$ cat src/rtl/shift_merge_decode_pkg.sv
// Shared constants for the EXTR/DEP/DSR shift-merge decoder.
// Instruction fields are numbered MSB-first (bit 0 is the MSB).
package shift_merge_decode_pkg;

    localparam int WORD_W = 24;
    localparam int POS_W  = 5;

    localparam logic [5:0] OP_EXTR = 6'o12;
    localparam logic [5:0] OP_DEP  = 6'o13;
    localparam logic [5:0] OP_DSR  = 6'o14;

    localparam int OP_MSB = 0;
    localparam int OP_LSB = 5;
    localparam int R_MSB  = 6;
    localparam int R_LSB  = 8;
    localparam int P_MSB  = 9;
    localparam int P_LSB  = 13;
    localparam int L_MSB  = 14;
    localparam int L_LSB  = 18;
    localparam int A_BIT  = 19;
    localparam int S_BIT  = 20;
    localparam int OPT_MSB = 21;
    localparam int OPT_LSB = 23;
    localparam int SA_MSB = 19;
    localparam int SA_LSB = 23;

    localparam logic [4:0] LAST_POS = 5'd23;
    localparam logic [4:0] WORD_LEN = 5'd24;

    typedef struct packed {
        logic [4:0] sa;
        logic [4:0] pl;
        logic [4:0] pr;
    } smd_ctrl_t;

endpackage

$ cat src/rtl/shift_merge_decode.sv
// Execute-stage decode of EXTR/DEP/DSR into shift amount and merge bounds.
// Optional range checking (illegal port) is enabled by SMDEC_CHECK_EN.
module shift_merge_decode
    import shift_merge_decode_pkg::*;
#(
    parameter int WORD_W = shift_merge_decode_pkg::WORD_W,
    parameter int POS_W  = shift_merge_decode_pkg::POS_W
) (
    input  logic              clock,
    input  logic              reset_n,
    input  logic [0:WORD_W-1] instr,
    input  logic [0:WORD_W-1] saReg,
    output logic [POS_W-1:0]  sa,
    output logic [POS_W-1:0]  pl,
    output logic [POS_W-1:0]  pr
`ifdef SMDEC_CHECK_EN
    ,
    output logic              illegal
`endif
);

    logic [5:0] op;
    logic [4:0] p_fld;
    logic [4:0] l_fld;
    logic [4:0] sa_fld;
    logic       a_bit;
    logic [4:0] p_eff;
    logic [4:0] l_eff;
    logic       is_extr;
    logic       is_dep;
    logic       is_dsr;

    smd_ctrl_t ctrl_d;
    smd_ctrl_t ctrl_q;

    logic unused_bits;
    assign unused_bits = ^{instr[R_MSB:R_LSB], instr[S_BIT],
                           instr[OPT_MSB:OPT_LSB], saReg[0:SA_MSB-1]};

    assign op     = instr[OP_MSB:OP_LSB];
    assign p_fld  = instr[P_MSB:P_LSB];
    assign l_fld  = instr[L_MSB:L_LSB];
    assign a_bit  = instr[A_BIT];
    assign sa_fld = saReg[SA_MSB:SA_LSB];

    assign is_extr = (op == OP_EXTR);
    assign is_dep  = (op == OP_DEP);
    assign is_dsr  = (op == OP_DSR);

    // A selects which field comes from saReg: L for DSR, P otherwise.
    assign p_eff = (a_bit && !is_dsr) ? sa_fld : p_fld;
    assign l_eff = (a_bit && is_dsr) ? sa_fld : l_fld;

    always_comb begin
        ctrl_d = '0;
        unique case (1'b1)
            is_extr: begin
                ctrl_d.sa = LAST_POS - p_eff;
                ctrl_d.pl = WORD_LEN - l_eff;
                ctrl_d.pr = LAST_POS;
            end
            is_dep: begin
                ctrl_d.sa = p_eff + 5'd1;
                ctrl_d.pl = p_eff - l_eff + 5'd1;
                ctrl_d.pr = p_eff;
            end
            is_dsr: begin
                ctrl_d.sa = l_eff;
                ctrl_d.pl = 5'd0;
                ctrl_d.pr = LAST_POS;
            end
            default: ctrl_d = '0;
        endcase
    end

    always_ff @(posedge clock or negedge reset_n) begin
        if (!reset_n) begin
            ctrl_q <= '0;
        end else begin
            ctrl_q <= ctrl_d;
        end
    end

    assign sa = ctrl_q.sa;
    assign pl = ctrl_q.pl;
    assign pr = ctrl_q.pr;

`ifdef SMDEC_CHECK_EN
    logic       illegal_d;
    logic       illegal_q;
    logic [5:0] p_plus1;

    assign p_plus1 = {1'b0, p_eff} + 6'd1;

    always_comb begin
        illegal_d = 1'b0;
        if (is_extr || is_dep || is_dsr) begin
            illegal_d = (p_eff > LAST_POS) || (l_eff > WORD_LEN);
            if ((is_extr || is_dep) && (l_eff == 5'd0)) begin
                illegal_d = 1'b1;
            end
            if (is_dep && ({1'b0, l_eff} > p_plus1)) begin
                illegal_d = 1'b1;
            end
        end
    end

    always_ff @(posedge clock or negedge reset_n) begin
        if (!reset_n) begin
            illegal_q <= 1'b0;
        end else begin
            illegal_q <= illegal_d;
        end
    end

    assign illegal = illegal_q;
`endif

endmodule

$ cat config.mk
export PLATFORM = sky130hd
export DESIGN_NAME = shift_merge_decode
export DESIGN_NICKNAME = d
export VERILOG_FILES = /design/src/rtl/shift_merge_decode_pkg.sv /design/src/rtl/shift_merge_decode.sv
export SDC_FILE = /design/constraint.sdc
export NUM_CORES = 1
export LEC_CHECK = 0
export ABC_CLOCK_PERIOD_IN_PS = 800
export CAP_MARGIN = 30
export CORE_ASPECT_RATIO = 1.5
export CORE_UTILIZATION = 36
export CTS_CLUSTER_DIAMETER = 50
export CTS_CLUSTER_SIZE = 20
export DETAILED_ROUTE_END_ITERATION = 10
export GPL_TIMING_DRIVEN = 0
export PLACE_DENSITY = 0.77
export REMOVE_ABC_BUFFERS = 1
export SLEW_MARGIN = 10
export SYNTH_ARGS = -nofsm -noshare
export SYNTH_HDL_FRONTEND = slang
export SYNTH_SLANG_ARGS = --single-unit
$ cat constraint.sdc
create_clock -name clock -period 0.8 [get_ports clock]
set_input_delay 0.08 -clock clock [delete_from_list [all_inputs] [get_ports clock]]
set_output_delay 0.08 -clock clock [all_outputs]
set_load 0.1 [all_outputs]
# Word level (Yosys, flattened, before mapping)
# Index checks and enable logic that the tools add are counted.
# W data, S select, Z words.
[word_totals]
regBits = 15
input_bits = 50
out_inout_bits = 15
word_cells = 17
[classes]
n_addsub = 5
n_eq_ne = 3
mux = 3
reduce_logical = 3
[ops]
columns = ["cell", "count"]
rows = [
  ["$pmux W15 S3", 1],
  ["$eq A6 B4 Y1 const B", 3],
  ["$add A5 B1 Y5 const B", 2],
  ["$mux W5", 2],
  ["$sub A5 B5 Y5 const A", 2],
  ["$sub A5 B5 Y5", 1],
  ["$logic_and A1 B1 Y1", 2],
  ["$logic_not A1 Y1", 1],
]

# Logic depth before layout (Yosys ltp)
[logic_depth]
word_depth = 7
depth_mapped = 12
depth_no_buf = 11

# Least setup slack after synthesis
# Ideal clock, no wire load.
[synth_timing]
kind = "input -> register"
from = "input instr[0] (netlist name)"
to = "register ctrl_q (netlist bit pl[4])"
setup_time_ns = 0.138
arrival_ns = 2.468
required_ns = 0.662
setup_slack_ns = -1.806
stages = 12
path_buffers = 1
path_cell_list = "or3b_1 -> buf_2 -> o21ai_4 -> mux2i_1 -> inv_1 -> ha_1 -> ha_1 -> a21o_1 -> a21oi_1 -> xnor2_1 -> xnor2_1 -> a21oi_1"
[synth_rtl]
columns = ["element", "line_no", "text"]
rows = [
  ["from (decl)", "shift_merge_decode.sv:11", "input logic [0:WORD_W-1] instr,"],
  ["to (signal assigned)", "shift_merge_decode.sv:80", "ctrl_q <= ctrl_d;"],
  ["to (decl)", "shift_merge_decode.sv:34", "smd_ctrl_t ctrl_q;"],
]

==> Flow_metrics.wiki <==
{| class="wikitable"
! Metric !! Value
|-
| Reported max-cap violation count || 0
|-
| Final Slew Violations || 0
|-
| WS Path Type || in2reg
|-
| Critical path launch point type || primary input
|-
| Cell area power density || 1110 nW/um2
|-
| Min setup slack post-route || -1.50 ns
|-
| Yosys synthesis warning count || 0
|-
| Final HPWL from detailed placement || approximately 2.4 mm
|-
| Final Routed Wirelength || ~4.1 mm
|-
| Number of search-and-repair iterations in the first detailed-routing pass || 4
|-
| Final weighted congestion in routability-driven placement || approximately 0.88
|-
| Antenna cell count || 0
|-
| Total negative slack for setup checks || -14.12 ns
|-
| Overall overflow remaining after global route || 0
|-
| Initial DRC Count || 58
|-
| Critical Path Sink Type || register
|-
| Die H || around 75 um
|-
| Dpl cells || between 200 and 250
|-
| Cell seen most often among critical-path stages || ha_4
|-
| I/O Pins || 65
|-
| Setup repair after global routing missed its margin || true
|-
| Violated checks || negative setup slack
|-
| Layout overhead on the synthesized area || 74.7%
|-
| Clock Tree Buf Depth || 2
|-
| Proportion of synthesized chip area in sequential cells || roughly 29%
|-
| NumNets Final || between 200 and 300
|-
| Final critical delay including setup and external delays || about 2.3 ns
|-
| Sequence of cells on the critical path || buf_8, or3b_4, o21ai_4, mux2i_2, inv_2, ha_4, ha_4, a21o_1, a21oi_4, xnor2_2, xnor2_1, a21oi_1
|-
| Number of antenna violations at the first check in global routing || 0
|-
| Share of cells above drive strength 1 || 41.5%
|-
| Ranking of synthesized cells by instance count || 15 x dfrtp_1, 9 x nand2_1, 9 x xnor2_1
|-
| Critical-path maximum fanout || 3
|-
| Detailed-route wire length per cell || between 15 and 20 um
|-
| TritonCTS Buffers || 3
|-
| Count of unique library cells instantiated by Yosys || 39
|-
| Final Cell Area || approximately 2200 um2
|-
| Data arrival at the endpoint of the critical path || 2.41 ns
|-
| Result of the run || finished, violations left
|-
| Type of the worst min-delay path || in2reg
|-
| Yosys top cell area share || between 20% and 30%
|-
| Post-synthesis cell type with the largest combined area || dfrtp_1
|-
| Die ar. || 3780 um2
|-
| Final period utilization || 287%
|-
| Peak supply drop || 0.000742 V
|-
| Number of input and output port buffers inserted || 38
|-
| Number of clock sinks || 15
|-
| Horizontal die dimension || just over 50 um
|-
| Root buffer selected by CTS || clkbuf_8
|-
| Summed instance area of the synthesized netlist || about 1300 um2
|-
| Average footprint of a synthesized cell || 9.09 um2
|-
| DRC errors left || 0
|-
| Largest delay contributor family on the critical path || compound AO/OA/AOI/OAI gates
|-
| Leakage power of the design || 0.933 nW
|-
| Stage delay of the slowest cell on the critical path || approximately 0.41 ns
|-
| Most used DFF post-synth || dfrtp_1
|-
| Count of buffering cells on the critical path with inverters included || 2
|-
| Count of vias placed by the detailed router || between 1,000 and 1,500
|-
| Path length in cells of the critical path || 12
|-
| Area of the core || 3380 um2
|-
| Critical path required time || 0.91 ns
|-
| Number of flops mapped to enable cells by yosys || 0
|-
| Smallest hold slack || 0.160 ns
|-
| Site row count || 26
|-
| Async SR Flop Fraction || 100%
|-
| TritonCTS clock tree || done
|-
| CP max-delay cell || or3b_4
|-
| Placed Instance Area || 1670 um2
|-
| Top area cells in the synthesized netlist || dfrtp_1 29%, ha_1 7.9%, xnor2_1 6.2%
|-
| Hold bufs inserted after CTS || 0
|-
| Number of global-route vias before repair || approximately 1,300
|-
| Global routing usage summed across all routing layers || 21.0%
|-
| Place WS || -2.90 ns
|-
| Number of cells traversed by the worst hold path || 4
|-
| Gate count of the mapped netlist || 140
|-
| Top achievable clock speed || between 400 and 500 MHz
|-
| First-pass GRT wire length || 5.94 mm
|-
| Final setup fails || 30
|-
| Number of standard cells in the final layout excluding fillers || approximately 240
|-
| Pin count of the biggest net entering global routing || 17
|-
| Starting density of the core || between 30% and 40%
|-
| Pwr Total || between 2 and 2.5 mW
|-
| Worst slew slack as a fraction of its limit || between 50% and 60%
|-
| ANT nets after route || 0
|-
| Count of final hold-check violations || 0
|-
| Library cell with the highest instance count after synthesis || dfrtp_1
|-
| CTS clk-pin slew, worst paths || ~0.050 ns
|-
| Flip-flop and latch count after synthesis || 15
|-
| Via density per instance || between 5 and 6
|-
| Deepest level of the CTS H-tree || 1
|-
| Final standard cell utilization of the core || between 60% and 70%
|-
| Worst Tran Pin Value || roughly 0.61 ns
|}
[metal layers]
metal | routed length [um] | global-route usage [%] | up-vias | part of all wire (%)
met2 | 2220 | 39.4 | 80 | 55
met1 | 1470 | 21.5 | 666 | 36
met4 | 161 | 14.5 | 0 | 4.0
met5 | 0 | 0 | - | 0
li1 | - | - | 615 | -
met3 | 217 | 2.63 | 16 | 5.3
[tightest hold or removal path: stages]
cell and delay, ns:
buf_6 0.09, nor3b_4 0.06, o31ai_1 0.07, a21oi_1 0.05
[report_power, final]
| group | total, mW | switching, mW | internal [mW] |
|---|---|---|---|
| clock | 0.567 | 0.216 | 0.351 |
| combinational | 1.12 | 0.575 | 0.540 |
| sequential | 0.784 | 0.00936 | 0.775 |
[kinds of logic after synthesis]
group,after synthesis,synth area share [%]
fa+ha+maj,9,9.44
buf+inv,12,3.64
compound gates,30,16.8
simple gates,49,21.9
xor+xnor,15,10.3
mux,10,8.36
flops,15,29.5
[placed cells by master, fill, tap and decap left out, types with 4 or more instances in the layout]
| cell | instances |
|---|---|
| nand2_1 | 9 |
| xor2_1 | 5 |
| buf_4 | 12 |
| clkdlybuf4s50_1 | 16 |
| a21oi_1 | 4 |
| nor2_2 | 4 |
| dfrtp_1 | 15 |
| xnor2_1 | 8 |
| o211ai_1 | 4 |
| nand3_1 | 4 |
| nand3b_1 | 5 |
| ha_4 | 7 |
| buf_8 | 16 |
| nor2_1 | 4 |
| buf_6 | 10 |
[what timing repair did]
| item | in CTS | in global routing |
|---|---|---|
| gates resized for setup | 194 | 19 |
| buffers inserted | 15 | 4 |
| pin swaps | 22 | 10 |
| endpoints found under the setup margin | 30 | 30 |
[final cells by class]
type / instances / area, um2
inverter: 4 / 15.0
multi-input combinational: 113 / 1100
sequential: 15 / 375
clock buffer: 4 / 45.0
timing repair buffer: 57 / 639
tap: 42 / 52.6
fill: 254 / 1160
[state kept, by name, indices dropped and copies added (netlist names)]
signal  cells
pl          5
pr          5
sa          5
[path summary, 6_finish.rpt]
check,start,endpoint,slack [ns]
worst max-delay path,instr[0],pl[4],-1.50
worst min-delay path,instr[3],pl[4],0.16
max in group asynchronous,reset_n,pl[4],0.17
min in group asynchronous,reset_n,pl[3],0.23
No activity file was read; power rests on OpenSTA's default activity.
